==> src/rtl/alu_exec_unit.sv <==
// Two-stage execute ALU (S1 operand capture, S2 result register) with valid/ready on both sides.
// Define ALU_EXEC_FLAGS_EN to add registered carry/overflow/negative outputs aligned with result.
module alu_exec_unit #(
  parameter int unsigned WIDTH = 32
) (
  input  logic             clk,
  input  logic             rst,
  input  logic             in_valid,
  output logic             in_ready,
  input  logic [2:0]       alu_control,
  input  logic [WIDTH-1:0] src_a,
  input  logic [WIDTH-1:0] src_b,
  output logic             out_valid,
  input  logic             out_ready,
  output logic [WIDTH-1:0] result,
  output logic             zero,
  output logic             illegal
`ifdef ALU_EXEC_FLAGS_EN
  ,
  output logic             carry,
  output logic             overflow,
  output logic             negative
`endif
);

  localparam logic [2:0] OP_ADD = 3'b000;
  localparam logic [2:0] OP_SUB = 3'b001;
  localparam logic [2:0] OP_AND = 3'b010;
  localparam logic [2:0] OP_OR  = 3'b011;
  localparam logic [2:0] OP_SLT = 3'b101;

  logic             s1_valid;
  logic [2:0]       s1_ctrl;
  logic [WIDTH-1:0] s1_a;
  logic [WIDTH-1:0] s1_b;
  logic             s1_ready;
  logic             s2_ready;

  logic [WIDTH-1:0] nxt_result;
  logic             nxt_illegal;

  // Both ready terms are combinational so a full pipe can drain and refill on one edge.
  assign s2_ready = !out_valid || out_ready;
  assign s1_ready = !s1_valid || s2_ready;
  assign in_ready = s1_ready;

  always_comb begin
    nxt_result  = '0;
    nxt_illegal = 1'b0;
    case (s1_ctrl)
      OP_ADD:  nxt_result = s1_a + s1_b;
      OP_SUB:  nxt_result = s1_a - s1_b;
      OP_AND:  nxt_result = s1_a & s1_b;
      OP_OR:   nxt_result = s1_a | s1_b;
      OP_SLT:  nxt_result[0] = $signed(s1_a) < $signed(s1_b);
      default: nxt_illegal = 1'b1;
    endcase
  end

`ifdef ALU_EXEC_FLAGS_EN
  logic nxt_carry;
  logic nxt_overflow;

  // Carry is derived from the wrapped result to avoid a WIDTH+1 adder copy.
  always_comb begin
    nxt_carry    = 1'b0;
    nxt_overflow = 1'b0;
    case (s1_ctrl)
      OP_ADD: begin
        nxt_carry    = nxt_result < s1_a;
        nxt_overflow = (s1_a[WIDTH-1] == s1_b[WIDTH-1]) &&
                       (nxt_result[WIDTH-1] != s1_a[WIDTH-1]);
      end
      OP_SUB: begin
        nxt_carry    = s1_a >= s1_b;
        nxt_overflow = (s1_a[WIDTH-1] != s1_b[WIDTH-1]) &&
                       (nxt_result[WIDTH-1] != s1_a[WIDTH-1]);
      end
      default: ;
    endcase
  end

  always_ff @(posedge clk or negedge rst) begin
    if (!rst) begin
      carry    <= 1'b0;
      overflow <= 1'b0;
      negative <= 1'b0;
    end else if (s2_ready && s1_valid) begin
      carry    <= nxt_carry;
      overflow <= nxt_overflow;
      negative <= nxt_result[WIDTH-1];
    end
  end
`endif

  always_ff @(posedge clk or negedge rst) begin
    if (!rst) begin
      s1_valid <= 1'b0;
      s1_ctrl  <= '0;
      s1_a     <= '0;
      s1_b     <= '0;
    end else if (s1_ready) begin
      s1_valid <= in_valid;
      if (in_valid) begin
        s1_ctrl <= alu_control;
        s1_a    <= src_a;
        s1_b    <= src_b;
      end
    end
  end

  always_ff @(posedge clk or negedge rst) begin
    if (!rst) begin
      out_valid <= 1'b0;
      result    <= '0;
      zero      <= 1'b0;
      illegal   <= 1'b0;
    end else if (s2_ready) begin
      out_valid <= s1_valid;
      if (s1_valid) begin
        result  <= nxt_result;
        zero    <= (nxt_result == '0);
        illegal <= nxt_illegal;
      end
    end
  end

endmodule

==> config.mk <==
export PLATFORM = sky130hd
export DESIGN_NAME = alu_exec_unit
export DESIGN_NICKNAME = d
export VERILOG_FILES = /design/src/rtl/alu_exec_unit.sv
export SDC_FILE = /design/constraint.sdc
export NUM_CORES = 1
export LEC_CHECK = 0
export CAP_MARGIN = 20
export CORE_ASPECT_RATIO = 1.5
export CORE_UTILIZATION = 58
export DETAILED_ROUTE_END_ITERATION = 6
export PLACE_DENSITY_LB_ADDON = 0.3
export SYNTH_ARGS = -nofsm -noshare
export SYNTH_HDL_FRONTEND = slang
export SYNTH_SLANG_ARGS = --single-unit
==> constraint.sdc <==
create_clock -name clk -period 4.4 [get_ports clk]
set_input_delay 0.44 -clock clk [delete_from_list [all_inputs] [get_ports clk]]
set_output_delay 0.44 -clock clk [all_outputs]
set_load 0.1 [all_outputs]
==> flow_summary.yaml <==
power:
  power.density_nw_per_um2: 527
  seqPwrFrac: 0.243
  power.net_switching_mw: 2.83
  clkPwrFrac: 0.151
  proportion_of_power_drawn_by_combinational_gates: 0.607
  finalPower_mw: 5.47
  p_int_mw: 2.64
  cellLeakagePower_nw: 4.66
  power.switching_fraction: 0.518
  power.ir.vdd_worst_mv: 0.351
synthesis:
  dominantRegCellSynth: "sky130_fd_sc_hd__dfrtp_1"
  yosysSeqAreaShare: 0.292
  synth_enable_flop_cells: 0
  synth_area_sq_um: 8820
  yosys_register_bits: 103
  ys_warn_count: 0
  synth_cell_type_count: 80
  syn-instance-count: 1008
  synth.net_count: 1181
  synth_async_sr_flop_share: 1.00
  synth.avg_cell_area_sq_um: 8.75
critical_path:
  worstPathCellList: "inv_1 -> ha_1 -> inv_1 -> fa_1 -> nor2b_1 -> o311ai_1 -> buf_4 -> a31oi_1 -> a31oi_1 -> o221ai_1 -> a22o_1 -> o21ai_0 -> nand2_1 -> or4b_1 -> or4_1 -> o21ai_1"
  ff2ff_setup_slack_ns: 0.18
  critPathCaptureType: "register"
  cp_slowest_stage_delay_ns: 0.50
  r2r_end: "zero"
  critPathBufInv: 3
  timing.critical_path.arrival_ns: 4.53
  critical_path.max_fanout: 4
  r2r.worst_path.cells: 16
  cp_top_family: "compound AO/OA/AOI/OAI gates"
  worst-setup-path-type: "register to register"
  critical_path.slowest_cell: "sky130_fd_sc_hd__or4_1"
  worst_setup_path_start_kind: "register"
  crit-reg2reg-launch: "s1_a[0]"
  critical_path_required_ns: 4.71
timing:
  rsz_0062_raised_after_global_routing: "false"
  report.final.slew_viol_count: 0
  timing_hold_violations_final: 0
  finalHoldWorstSlack_ns: 0.135
  max_slew_margin: 0.201
  postLayoutSetupSlackWorst_ns: 0.181
  final.setup.tns_ns: 0
  tightest_slew_ns: 1.20
  setup_violations: 0
  fmaxAchievable_mhz: 237
  fin_skew_ns: 0.0110
  layout_worst_path_cycle_share: 0.959
  finalCriticalPeriod_ns: 4.22
place:
  dp_slack_ns: 0.313
  placed_instance_area_sq_um: 10100
  place.gp.congestion: 1.04
  buffer_ports.inserted: 106
  dp_hpwl_um: 20600
  number_of_instances_in_the_placed_design: 1283
route:
  detailedRoute.firstPassIterationCount: 5
  vias: 8217
  post_route_antenna_net_violation_count: 0
  postRouteWirelength_um: 27100
  routed_via_density: 6.33
  routed_wire_length_per_instance_um: 20.9
  drc: 0
  detail_route.iter0.violations: 524
die:
  io_pins: 107
  rows: 54
  initial_utilization: 0.599
  die_w_um: 103
  coreArea_sq_um: 14700
  fp.dieArea_sq_um: 15700
  vertical_extent_of_the_die_um: 153
global_routing:
  gr-total-overflow: 0
  first_global_vias: 8341
  antenna_found_initial: 0
  grt_first_pass_wirelength_um: 43800
  grt_start_max_net_pins: 68
  grt_util_all_layers: 0.364
status:
  run_status: "finished clean"
clock_tree:
  clock_insertion_delay_worst_skew_ns: 0.38
  path_clk_slew_ns: 0.08
  cts_sinks: 103
  tritoncts: "built"
  cts_htree_levels: 3
  postCtsResizedCells: 0
  clockBufferDepth: 2
  ctsRootBufferMaster: "sky130_fd_sc_hd__clkbuf_16"
  cts_hold_buf: 0
  tritoncts.num_buffers: 9
  post-cts-setup-buffers: 0
finish:
  n_antenna_cell: 0
  num-nets-final: 1271
  finish.utilization: 0.704
  instances_no_fill: 1299
  finish.instance_area_sq_um: 10400
  area.growth.synth_to_final_pct: 17.6
  drive_gt1_frac: 0.131
job:
  timing.max_cap.violations: 0
worst_hold_path:
  timing.hold.worst.class: "input port to asynchronous set/reset pin"
[layout by cell type (no fill, tap or decap), types with 5 or more instances in the layout]
master,count
sky130_fd_sc_hd__mux2_2,81
sky130_fd_sc_hd__nand2b_1,9
sky130_fd_sc_hd__ha_1,100
sky130_fd_sc_hd__o22ai_1,7
sky130_fd_sc_hd__nor2b_1,13
sky130_fd_sc_hd__nor2_1,58
sky130_fd_sc_hd__o21ai_0,64
sky130_fd_sc_hd__o21a_1,9
sky130_fd_sc_hd__o211ai_1,19
sky130_fd_sc_hd__a31oi_1,10
sky130_fd_sc_hd__inv_1,96
sky130_fd_sc_hd__xnor2_1,21
sky130_fd_sc_hd__a211oi_1,10
sky130_fd_sc_hd__buf_4,26
sky130_fd_sc_hd__nand2_1,78
sky130_fd_sc_hd__a21o_1,14
sky130_fd_sc_hd__a211o_1,5
sky130_fd_sc_hd__clkdlybuf4s50_1,105
sky130_fd_sc_hd__dfrtp_1,102
sky130_fd_sc_hd__nor3_1,19
sky130_fd_sc_hd__o221ai_1,6
sky130_fd_sc_hd__a21oi_1,70
sky130_fd_sc_hd__nor4_1,11
sky130_fd_sc_hd__or3_1,8
sky130_fd_sc_hd__nand3_1,16
sky130_fd_sc_hd__mux2i_1,10
sky130_fd_sc_hd__nand4_1,12
sky130_fd_sc_hd__a221oi_1,6
sky130_fd_sc_hd__clkbuf_16,9
sky130_fd_sc_hd__o31ai_1,13
sky130_fd_sc_hd__and2_1,8
[worst max-delay path by stage]
stage	to	from	slack [ns]	depth (start not counted)
3_5_place_dp	zero	s1_a[0]	0.31	16
5_1_grt	zero	s1_a[1]	0.04	13
6_report	zero	s1_a[0]	0.18	16
2_1_floorplan	zero	s1_a[4]	0.82	13
3_3_place_gp	zero	s1_a[0]	0.40	16
4_1_cts	zero	s1_a[0]	0.28	16
[kinds of logic (layout without fill, tap and decap cells)]
| logic type | after synthesis | count (layout) | synth area share |
|---|---|---|---|
| flip-flops | 103 | 103 | 0.292 |
| adder cells (fa/ha/maj) | 102 | 102 | 0.146 |
| multiplexers | 91 | 91 | 0.115 |
| AND/OR/NAND/NOR | 250 | 250 | 0.136 |
| AO/OA/AOI/OAI | 289 | 289 | 0.218 |
| XOR/XNOR | 22 | 22 | 0.0219 |
| buffers and inverters | 151 | 246 | 0.0704 |
[metal layers]
layer / global-route usage / part of all wire
met5: 0 / 0
met4: 0.228 / 0.063
met3: 0.0668 / 0.060
met2: 0.601 / 0.50
met1: 0.427 / 0.38
[cells in the mapped netlist, drive strengths merged, types with 3 or more instances]
master | count | area [sq um]
o22ai | 7 | 43.8
nand2 | 80 | 303
nand2b | 9 | 56.3
nor3 | 19 | 95.1
a21oi | 72 | 368
clkbuf | 33 | 129
and3 | 5 | 32.5
nor2b | 13 | 81.3
xnor2 | 21 | 184
a221o | 3 | 31.3
buf | 20 | 124
nor2 | 59 | 221
o2111ai | 4 | 35.0
a211o | 6 | 53.8
o311ai | 5 | 43.8
o21a | 9 | 67.6
or3 | 8 | 50.1
o21bai | 4 | 30.0
a2111oi | 3 | 26.3
and2 | 9 | 58.8
dfrtp | 103 | 2580
mux2i | 10 | 100
a31oi | 10 | 62.6
nand4 | 12 | 75.1
ha | 100 | 1250
o21ai | 68 | 340
o221ai | 6 | 52.6
nand3 | 17 | 90.1
a211oi | 10 | 75.1
a22o | 4 | 36.3
a21boi | 3 | 22.5
nor4 | 11 | 68.8
o31ai | 13 | 97.6
inv | 96 | 360
a21o | 15 | 114
mux2 | 81 | 912
o211ai | 19 | 143
a221oi | 7 | 78.8
a2bb2oi | 3 | 26.3
[cell type report]
class	count	area (sq um)
Inverter	98	368
Fill cell	1219	4360
Multi-Input combinational cell	754	5630
Clock buffer	9	225
Timing Repair Buffer	132	1270
Sequential cell	103	2580
Tap cell	196	245
Clock inverter	7	62.6
[registers in the layout, summed over array words and instances, names as in the netlist]
register / cells
illegal: 1
out_valid: 1
result: 32
s1_a: 32
s1_b: 32
s1_ctrl: 3
s1_valid: 1
zero: 1
[worst register-to-register path: cells and delay by family (launching register included)]
family | cells | cell delay (ns)
AO/OA/AOI/OAI | 7 | 1.65
flip-flops | 1 | 0.40
buffers and inverters | 3 | 0.34
AND/OR/NAND/NOR | 4 | 1.21
adder cells (fa/ha/maj) | 2 | 0.56
[power groups by stage]
stage                     Combinational [mW]  Sequential (mW)  Clock (mW)
after floorplan                         1.61             2.07           0
after global placement                  3.23             1.33           0
after detailed placement                3.24             1.34           0
after CTS                               3.26             1.33       0.829
after global routing                    3.53             1.36       0.858
final                                   3.32             1.33       0.823
(Power assumes the default switching activity.)
